<file path="src/rtl/lim_rt_ctrl.sv">
// Sequencer for one logic-in-memory racetrack bank: shift the word to the port, access it (plain or LiM), shift back.
// Grant is combinational from req_i; a new request is taken in idle or in the last cycle of the previous one.
module lim_rt_ctrl #(
  parameter int DATA_WIDTH = 32,
  parameter int SHIFT_W    = 5,
  parameter int LIM_WAIT   = 3
) (
  input  logic                    clk_i,
  input  logic                    rstn_i,
  input  logic                    req_i,
  input  logic                    we_i,
  input  logic [DATA_WIDTH/8-1:0] be_i,
  input  logic [7:0]              funct_i,
  input  logic [SHIFT_W-1:0]      shift_amt_i,
  output logic                    gnt_o,
  output logic                    rvalid_o,
  output logic                    err_o,
  output logic                    busy_o,
  output logic                    shift_en_o,
  output logic                    shift_dir_o,
  output logic                    w_en_d_o,
  output logic                    w_en_m_o,
  output logic                    w_en_p_o,
  output logic                    r_en_o,
  output logic                    nand_nor_o,
  output logic                    bz_o,
  output logic                    out_sel_o
);

  localparam int NB = DATA_WIDTH / 8;

  localparam logic [7:0] FUNCT_NULL = 8'h00;
  localparam logic [7:0] FUNCT_AND  = 8'h01;
  localparam logic [7:0] FUNCT_OR   = 8'h02;
  localparam logic [7:0] FUNCT_XOR  = 8'h03;
  localparam logic [7:0] FUNCT_NAND = 8'h04;
  localparam logic [7:0] FUNCT_NOR  = 8'h05;

  localparam logic [3:0]         LIM_CYC = 4'(LIM_WAIT);
  localparam logic [SHIFT_W-1:0] ONE_SH  = SHIFT_W'(1);

  typedef enum logic [2:0] {
    S_IDLE,
    S_SHIFT_SET,
    S_ACCESS,
    S_MASK,
    S_LIM,
    S_LIM_ACCESS,
    S_SHIFT_RESET,
    S_ERR
  } state_t;

  // Everything about the accepted request that later states need.
  typedef struct packed {
    logic               we;
    logic [NB-1:0]      be;
    logic               lim;
    logic               nand_cls;
    logic [SHIFT_W-1:0] amt;
  } req_t;

  state_t             r_state;
  state_t             w_state_nxt;
  req_t               r_req;
  logic [SHIFT_W-1:0] r_shift_cnt;
  logic [3:0]         r_lim_cnt;

  logic   w_in_nand;
  logic   w_in_nor;
  logic   w_in_plain;
  logic   w_in_err;
  state_t w_entry_state;
  logic   w_accept_slot;
  logic   w_gnt;
  logic   w_partial;
  logic   w_shift_last;

  // Decode of the incoming request; only meaningful in a cycle where it is granted.
  always_comb begin
    w_in_nand  = (funct_i == FUNCT_AND)  || (funct_i == FUNCT_NAND);
    w_in_nor   = (funct_i == FUNCT_OR)   || (funct_i == FUNCT_NOR);
    w_in_plain = (funct_i == FUNCT_NULL) || (funct_i == FUNCT_XOR);
    w_in_err   = !(w_in_nand || w_in_nor || w_in_plain) || (we_i && (be_i == '0));
  end

  always_comb begin
    w_entry_state = S_ACCESS;
    if (w_in_err) begin
      w_entry_state = S_ERR;
    end else if (shift_amt_i != '0) begin
      w_entry_state = S_SHIFT_SET;
    end else if (w_in_nand || w_in_nor) begin
      w_entry_state = S_MASK;
    end
  end

  assign w_shift_last = (r_shift_cnt == ONE_SH);
  assign w_partial    = r_req.we && (r_req.be != '1) && (r_req.be != '0);

  // A request can chain in the last cycle of the current one so the bank never idles between them.
  always_comb begin
    w_accept_slot = 1'b0;
    case (r_state)
      S_IDLE:        w_accept_slot = 1'b1;
      S_SHIFT_RESET: w_accept_slot = w_shift_last;
      S_ACCESS,
      S_LIM_ACCESS:  w_accept_slot = (r_req.amt == '0);
      default:       w_accept_slot = 1'b0;
    endcase
  end

  assign w_gnt = req_i && rstn_i && w_accept_slot;
  assign gnt_o = w_gnt;

  always_comb begin
    w_state_nxt = r_state;
    case (r_state)
      S_IDLE: begin
        if (w_gnt) w_state_nxt = w_entry_state;
      end
      S_SHIFT_SET: begin
        if (w_shift_last) w_state_nxt = r_req.lim ? S_MASK : S_ACCESS;
      end
      S_ACCESS,
      S_LIM_ACCESS: begin
        if (r_req.amt != '0) begin
          w_state_nxt = S_SHIFT_RESET;
        end else begin
          w_state_nxt = w_gnt ? w_entry_state : S_IDLE;
        end
      end
      S_MASK: w_state_nxt = S_LIM;
      S_LIM: begin
        if (r_lim_cnt == 4'd1) w_state_nxt = S_LIM_ACCESS;
      end
      S_SHIFT_RESET: begin
        if (w_shift_last) w_state_nxt = w_gnt ? w_entry_state : S_IDLE;
      end
      S_ERR:   w_state_nxt = S_IDLE;
      default: w_state_nxt = S_IDLE;
    endcase
  end

  always_ff @(posedge clk_i or negedge rstn_i) begin
    if (!rstn_i) begin
      r_state <= S_IDLE;
    end else begin
      r_state <= w_state_nxt;
    end
  end

  always_ff @(posedge clk_i or negedge rstn_i) begin
    if (!rstn_i) begin
      r_req <= '0;
    end else if (w_gnt) begin
      r_req.we       <= we_i;
      r_req.be       <= be_i;
      r_req.lim      <= w_in_nand || w_in_nor;
      r_req.nand_cls <= w_in_nand;
      r_req.amt      <= shift_amt_i;
    end
  end

  // Shift counter runs down through SHIFT_SET, then is reloaded from the latched amount for the return trip.
  always_ff @(posedge clk_i or negedge rstn_i) begin
    if (!rstn_i) begin
      r_shift_cnt <= '0;
    end else if (w_gnt) begin
      r_shift_cnt <= shift_amt_i;
    end else if ((r_state == S_ACCESS) || (r_state == S_LIM_ACCESS)) begin
      r_shift_cnt <= r_req.amt;
    end else if ((r_state == S_SHIFT_SET) || (r_state == S_SHIFT_RESET)) begin
      r_shift_cnt <= r_shift_cnt - ONE_SH;
    end
  end

  always_ff @(posedge clk_i or negedge rstn_i) begin
    if (!rstn_i) begin
      r_lim_cnt <= '0;
    end else if (r_state == S_MASK) begin
      r_lim_cnt <= LIM_CYC;
    end else if (r_state == S_LIM) begin
      r_lim_cnt <= r_lim_cnt - 4'd1;
    end
  end

  always_comb begin
    rvalid_o    = 1'b0;
    err_o       = 1'b0;
    shift_en_o  = 1'b0;
    shift_dir_o = 1'b0;
    w_en_d_o    = 1'b0;
    w_en_m_o    = 1'b0;
    w_en_p_o    = 1'b0;
    r_en_o      = 1'b0;
    nand_nor_o  = 1'b0;
    bz_o        = 1'b0;
    out_sel_o   = 1'b0;
    busy_o      = (r_state != S_IDLE);
    case (r_state)
      S_IDLE: shift_dir_o = 1'b1;
      S_SHIFT_SET: begin
        shift_en_o  = 1'b1;
        shift_dir_o = 1'b1;
      end
      S_SHIFT_RESET: shift_en_o = 1'b1;
      S_ACCESS: begin
        rvalid_o = 1'b1;
        w_en_d_o = r_req.we;
        r_en_o   = r_req.we ? w_partial : 1'b1;
      end
      // Partial writes read the old word alongside the mask write so unselected bytes survive.
      S_MASK: begin
        w_en_m_o   = 1'b1;
        w_en_p_o   = 1'b1;
        r_en_o     = w_partial;
        nand_nor_o = r_req.nand_cls;
      end
      S_LIM: begin
        bz_o       = 1'b1;
        nand_nor_o = r_req.nand_cls;
      end
      S_LIM_ACCESS: begin
        out_sel_o = 1'b1;
        r_en_o    = 1'b1;
        rvalid_o  = 1'b1;
        w_en_d_o  = r_req.we;
      end
      S_ERR: begin
        rvalid_o = 1'b1;
        err_o    = 1'b1;
      end
      default: ;
    endcase
  end

endmodule
</file>
<file path="config.mk">
export PLATFORM = sky130hd
export DESIGN_NAME = lim_rt_ctrl
export DESIGN_NICKNAME = d
export VERILOG_FILES = /design/src/rtl/lim_rt_ctrl.sv
export SDC_FILE = /design/constraint.sdc
export NUM_CORES = 1
export LEC_CHECK = 0
export ABC_AREA = 1
export BUFFER_PORTS_ARGS = -buffer_cell sky130_fd_sc_hd__buf_2
export CAP_MARGIN = 20
export CORE_MARGIN = 2
export CORE_UTILIZATION = 50
export DETAILED_ROUTE_END_ITERATION = 10
export PLACE_DENSITY = 0.75
export SLEW_MARGIN = 30
export SYNTH_ARGS = -nofsm -noshare
export SYNTH_HDL_FRONTEND = slang
export SYNTH_SLANG_ARGS = --single-unit
</file>
<file path="constraint.sdc">
create_clock -name clk_i -period 2.6 [get_ports clk_i]
set_clock_uncertainty 0.15 [all_clocks]
set_input_delay 0.26 -clock clk_i [delete_from_list [all_inputs] [get_ports clk_i]]
set_output_delay 0.26 -clock clk_i [all_outputs]
set_load 0.01 [all_outputs]
</file>
==> flow_metrics.env, run 1 <==
export IMPL_grt_max_degree=25
export IMPL_die_x_um=59.3
export IMPL_h_tree_depth=1
export IMPL_grt_pass1_vias=1196
export IMPL_fin_nets=282
export IMPL_netlist_top_cells_count="nand2_1 (65), inv_1 (27), dfrtp_1 (24)"
export IMPL_hold_path_cell_count=3
export IMPL_async_flop_share=1.00
export IMPL_syn_avg_cell_area_sq_um=6.92
export IMPL_slew_headroom=0.768
export IMPL_tns_ns=0
export IMPL_regArea_sq_um=601
export IMPL_worst_setup_path_end_kind="primary output"
export IMPL_synth_seq_area_share=0.393
export IMPL_pre_cts_ws_ns=0.567
export IMPL_synth_top_area_cell="dfrtp_1"
export IMPL_cts_sinks=24
export IMPL_fin_crit_sh=0.927
export IMPL_synth_most_common_cell="nand2_1"
export IMPL_outcome="completed"
export IMPL_netlist_area_leader_share=0.393
export IMPL_ys_seq_elements=24
export IMPL_worstPathCellList="inv_2 > nand3_2 > nand2_1 > nand2_1 > nand3_2 > nand2_4 > inv_2 > buf_2"
export IMPL_min_period_ns=2.41
export IMPL_tightest_slew_ns=0.344
export IMPL_ant_nets=0
export IMPL_peakVddDrop_mv=0.500
export IMPL_rows=20
export IMPL_grt_total_usage=0.209
export IMPL_drive_gt1_frac=0.203
export IMPL_cts_tree="yes"
export IMPL_hpwl_mm=2.74
export IMPL_route_vias_total=1478
export IMPL_grt_overflow=0
export IMPL_die_area_sq_um=3520
export IMPL_fillers=264
export IMPL_grt_pass1_wl_mm=5.51
export IMPL_antenna_found_initial=0
export IMPL_io_pins=34
export IMPL_hold_class="in -> reg"
export IMPL_cts_made_buffers=3
export IMPL_clock_path_buffers=2
export IMPL_core_area_sq_um=2980
export IMPL_synthesis_nets=246
export IMPL_worstPathRequired_ns=2.19
export IMPL_cp_slowest_cell="dfrtp_1"
export IMPL_synthTopCellsByArea="dfrtp_1 (39%), nand2_1 (16%), inv_1 (6.6%)"
export IMPL_insertion_delay_ns=0.32
export IMPL_syn_to_final_growth_pct=15.1
export IMPL_post_route_drc_count=0
export IMPL_synth_cell_types=26
export IMPL_routedWlPerCell_um=11.9
export IMPL_final_util=0.591
export IMPL_cts_resized_gates=0
export IMPL_finalSetupViolations=0
export IMPL_finalHoldViolations=0
export IMPL_power_density_nw_per_um2=1230
export IMPL_start_util=0.513
export IMPL_netlist_area_sq_um=1530
export IMPL_max_stage_delay_ns=0.49
export IMPL_p_leak_nw=0.997
export IMPL_reg2reg_depth=10
export IMPL_start_kind="flip-flop"
export IMPL_crit_fanout=24
export IMPL_crit_buf_inv=3
export IMPL_port_buffers=33
export IMPL_cp_arrival_ns=2.00
export IMPL_syn_inst=221
export IMPL_path_delay_family="simple AND/OR/NAND/NOR gates"
export IMPL_dr_first_iter_drc_count=98
export IMPL_clk_pin_slew_worst_paths_ns=0.13
export IMPL_fmax_mhz=415
export IMPL_num_antenna_cells=0
export IMPL_yosysWarnings=0
export IMPL_multi_input_area_sq_um=762
export IMPL_die_h_um=59.3
export IMPL_drt_wl_total_mm=3.45
export IMPL_cp_depth=8
export IMPL_crit_type="reg -> out"
export IMPL_gp_congestion=0.918
export IMPL_fin_ws_ns=0.189
export IMPL_avgViaCountPerCell=5.11
export IMPL_finalMaxSlewViolations=0
export IMPL_rsz0062_at_grt="no"
export IMPL_clock_root_buffer="clkbuf_4"
export IMPL_cap_violations=0
export IMPL_synth_main_ff_cell="dfrtp_1"
export IMPL_drt_pass1_iterations=4
export IMPL_synth_edf_count=0
-- final timing paths --
check	slack, ns	from	endpoint
max	0.19	r_state[1]$_DFFE_PN0P_	gnt_o
min	0.004	be_i[1]	r_req[8]$_DFFE_PN0P_
max reg2reg	0.64	r_state[1]$_DFFE_PN0P_	r_shift_cnt[3]$_DFFE_PN0P_
min reg2reg	0.33	r_lim_cnt[3]$_DFFE_PN0P_	r_lim_cnt[3]$_DFFE_PN0P_
max in group asynchronous	1.71	rstn_i	r_lim_cnt[3]$_DFFE_PN0P_
min in group asynchronous	0.33	rstn_i	r_req[4]$_DFFE_PN0P_
-- per-layer routing --
layer | vias to the layer above | track usage | wire (um) | part of all wire
met5 | - | 0 | 0 | 0
met3 | 6 | 0.0328 | 170 | 0.049
li1 | 775 | - | - | -
met4 | 0 | 0.0682 | 42 | 0.012
met2 | 42 | 0.298 | 1470 | 0.42
met1 | 655 | 0.321 | 1770 | 0.51
-- logic make-up after synthesis --
family	after synthesis	share of synthesized area
AND/OR/NAND/NOR	115	0.330
adder cells (fa/ha/maj)	4	0.0327
XOR/XNOR	1	0.00573
AO/OA/AOI/OAI	38	0.130
buffers and inverters	39	0.109
flip-flops	24	0.393
-- timing repair --
item                       4_1_cts  5_1_grt
setup buffers                    0        0
setup endpoints to repair        0        0
hold buffers                     1        1
hold endpoints to repair        24        1
-- where the power goes --
| group | total [mW] | switching (mW) | leakage [nW] | internal, mW |
|---|---|---|---|---|
| combinational | 1.25 | 0.796 | 0.679 | 0.455 |
| sequential | 0.705 | 0.150 | 0.297 | 0.556 |
| clock | 0.202 | 0.117 | 0.0210 | 0.0856 |
-- state kept, by name (all words and copies together) (netlist names) --
register	count
r_state	3
r_shift_cnt	5
r_req	12
r_lim_cnt	4
-- layout make-up --
| cell class | count | area share |
|---|---|---|
| inverter | 34 | 0.0725 |
| sequential | 24 | 0.341 |
| clock buffer | 4 | 0.0206 |
| multi-input combinational | 158 | 0.433 |
| tap | 33 | 0.0235 |
| timing repair buffer | 36 | 0.109 |
-- worst register-to-register path, stage by stage, from the launching register on --
cell	delay, ns
dfrtp_1	0.49
inv_2	0.11
nand3_2	0.09
nand2_1	0.28
nand2_1	0.11
nand3_2	0.11
nand2_4	0.15
nand2_2	0.17
inv_2	0.08
nand2_1	0.06
nand3_1	0.08
-- placed cells by master, fill, tap and decap left out --
cell,synthesis,final
nand2_1,65,65
buf_2,1,33
inv_1,27,27
dfrtp_1,24,24
nor2_1,20,20
nand3_1,17,17
o21ai_0,17,17
a21oi_1,9,9
o21ai_1,8,8
inv_2,7,7
ha_1,4,4
nand3_2,3,3
clkbuf_4,0,3
nand2_2,2,2
o22ai_1,2,2
nor3b_1,2,2
dlygate4sd3_1,0,2
nand2_4,1,1
a41oi_1,1,1
nor4_1,1,1
xnor2_1,1,1
nor3_1,1,1
nand4_1,1,1
or2_2,1,1
o211ai_1,1,1
nand3b_1,1,1
clkbuf_8,0,1
buf_4,3,1
-- metrics by stage --
step / hold WS (ns) / cell area (sq um) / power [mW] / cells
global route: 0.00364 / 1760 / 2.38 / 289
CTS: 0.000221 / 1750 / 2.14 / 288
detailed placement: 0.175 / 1700 / 1.94 / 283
finish: 0.00406 / 1760 / 2.16 / 289
floorplan: -0.186 / 1530 / 1.63 / 221
global placement: 0.173 / 1700 / 1.93 / 283
Note: power is estimated with default switching activity, not from simulation.
==> inputs of run 2 (changes only) <==
--- a/config.mk
+++ b/config.mk
@@ -11,6 +11,7 @@
 export CORE_MARGIN = 2
 export CORE_UTILIZATION = 50
 export DETAILED_ROUTE_END_ITERATION = 10
+export HOLD_SLACK_MARGIN = 0.02
 export PLACE_DENSITY = 0.75
 export SLEW_MARGIN = 30
 export SYNTH_ARGS = -nofsm -noshare
==> flow_metrics.env, run 2 (same netlist as run 1, synthesis figures left out) <==
export IMPL_outcome="completed"
export IMPL_die_h_um=59.3
export IMPL_syn_to_final_growth_pct=16.4
export IMPL_grt_overflow=0
export IMPL_grt_max_degree=25
export IMPL_num_antenna_cells=0
export IMPL_final_common_cell="nand2_1"
export IMPL_drt_pass1_iterations=4
export IMPL_fin_nets=284
export IMPL_cp_arrival_ns=2.00
export IMPL_peakVddDrop_mv=0.496
export IMPL_dp_cells=283
export IMPL_cts_resized_gates=0
export IMPL_cts_made_buffers=3
export IMPL_post_cts_buffers=0
export IMPL_die_area_sq_um=3520
export IMPL_rsz0062_at_grt="no"
export IMPL_gp_congestion=0.918
export IMPL_tightest_slew_ns=0.344
export IMPL_pre_cts_ws_ns=0.567
export IMPL_top_register="r_req"
export IMPL_die_x_um=59.3
export IMPL_max_stage_delay_ns=0.49
export IMPL_post_route_drc_count=0
export IMPL_finalSetupViolations=0
export IMPL_grt_pass1_wl_mm=5.53
export IMPL_slew_headroom=0.768
export IMPL_worstPathCellList="inv_2 > nand3_2 > nand2_1 > nand2_1 > nand3_2 > nand2_4 > inv_2 > buf_2"
export IMPL_regToRegSetupSlack_ns=0.64
export IMPL_fin_ws_ns=0.187
export IMPL_cap_violations=0
export IMPL_dr_first_iter_drc_count=97
export IMPL_power_density_nw_per_um2=1210
export IMPL_finalNonFillerCells=291
export IMPL_grt_pass1_vias=1205
export IMPL_hold_buffers=4
export IMPL_drive_gt1_frac=0.202
export IMPL_reg_top3="r_req (12), r_shift_cnt (5), r_lim_cnt (4)"
export IMPL_final_cell_mix="nand2_1 (65), buf_2 (33), inv_1 (27)"
export IMPL_clock_path_buffers=2
export IMPL_min_period_ns=2.41
export IMPL_design_area_sq_um=1780
export IMPL_h_tree_depth=1
export IMPL_routedWlPerCell_um=11.9
export IMPL_grt_total_usage=0.210
export IMPL_insertion_delay_ns=0.32
export IMPL_finalHoldViolations=0
export IMPL_avgViaCountPerCell=5.14
export IMPL_worstPathRequired_ns=2.19
export IMPL_antenna_found_initial=0
export IMPL_cp_slowest_cell="dfrtp_1"
export IMPL_regArea_sq_um=601
export IMPL_hpwl_mm=2.74
export IMPL_port_buffers=33
export IMPL_drt_wl_total_mm=3.47
export IMPL_ant_nets=0
export IMPL_cts_tree="yes"
export IMPL_largest_reg_flops=12
export IMPL_start_util=0.513
export IMPL_io_pins=34
export IMPL_rows=20
export IMPL_core_area_sq_um=2980
export IMPL_p_leak_nw=1.01
export IMPL_final_util=0.598
export IMPL_route_vias_total=1496
export IMPL_post_dp_cell_area_sq_um=1700
export IMPL_tns_ns=0
export IMPL_fmax_mhz=415
export IMPL_finalMaxSlewViolations=0
export IMPL_start_kind="flip-flop"
export IMPL_cts_sinks=24
export IMPL_hold_class="in -> reg"
export IMPL_worst_setup_path_end_kind="primary output"
export IMPL_fin_crit_sh=0.928
export IMPL_multi_input_area_sq_um=762
export IMPL_clock_root_buffer="clkbuf_4"
export IMPL_crit_fanout=24
export IMPL_clk_pin_slew_worst_paths_ns=0.14
export IMPL_fillers=267
export IMPL_crit_type="reg -> out"
-- run 2: changes by cell type in the layout (fill, tap and decap cells not counted) --
cell / change
dlygate4sd3_1: +2
-- run 2: worst paths after layout --
| path | startpoint | endpoint | cells past startpoint |
|---|---|---|---|
| max | r_state[1]$_DFFE_PN0P_ | gnt_o | 8 |
| min | shift_amt_i[4] | r_shift_cnt[4]$_DFFE_PN0P_ | 3 |
| max reg2reg | r_state[1]$_DFFE_PN0P_ | r_shift_cnt[3]$_DFFE_PN0P_ | 10 |
| min reg2reg | r_lim_cnt[3]$_DFFE_PN0P_ | r_lim_cnt[3]$_DFFE_PN0P_ | 1 |
| max in group asynchronous | rstn_i | r_lim_cnt[3]$_DFFE_PN0P_ | 3 |
| min in group asynchronous | rstn_i | r_req[4]$_DFFE_PN0P_ | 3 |
-- run 2: power breakdown --
group	total (mW)	switching (mW)	internal, mW
clock	0.202	0.116	0.0856
sequential	0.705	0.150	0.556
combinational	1.25	0.794	0.457
-- run 2: cell type report --
cell class,instances,share of cell area
Timing Repair Buffer,38,0.119
Inverter,34,0.0717
Clock buffer,4,0.0204
Tap cell,33,0.0232
Sequential cell,24,0.337
Multi-Input combinational cell,158,0.428
-- run 2: per-stage QoR --
stage                     power [mW]  hold slack (ns)
after floorplan                 1.63           -0.186
after global placement          1.93            0.173
after detailed placement        1.94            0.175
after CTS                       2.15           0.0394
after global routing            2.38           0.0466
final                           2.16           0.0404
-- run 2: worst max-delay path: cells and delay by family, from the launching register on --
kind	cells	cell delay, ns
buffers and inverters	3	0.46
AND/OR/NAND/NOR	5	0.74
flip-flops	1	0.49
-- run 2: metal layers --
layer  up-vias  global-route usage  wire length [um]
met4         0              0.0682                43
met1       659               0.320              1760
met2        51               0.303              1470
met3         6              0.0328               202
li1        780                   -                 -
met5         -                   0                 0
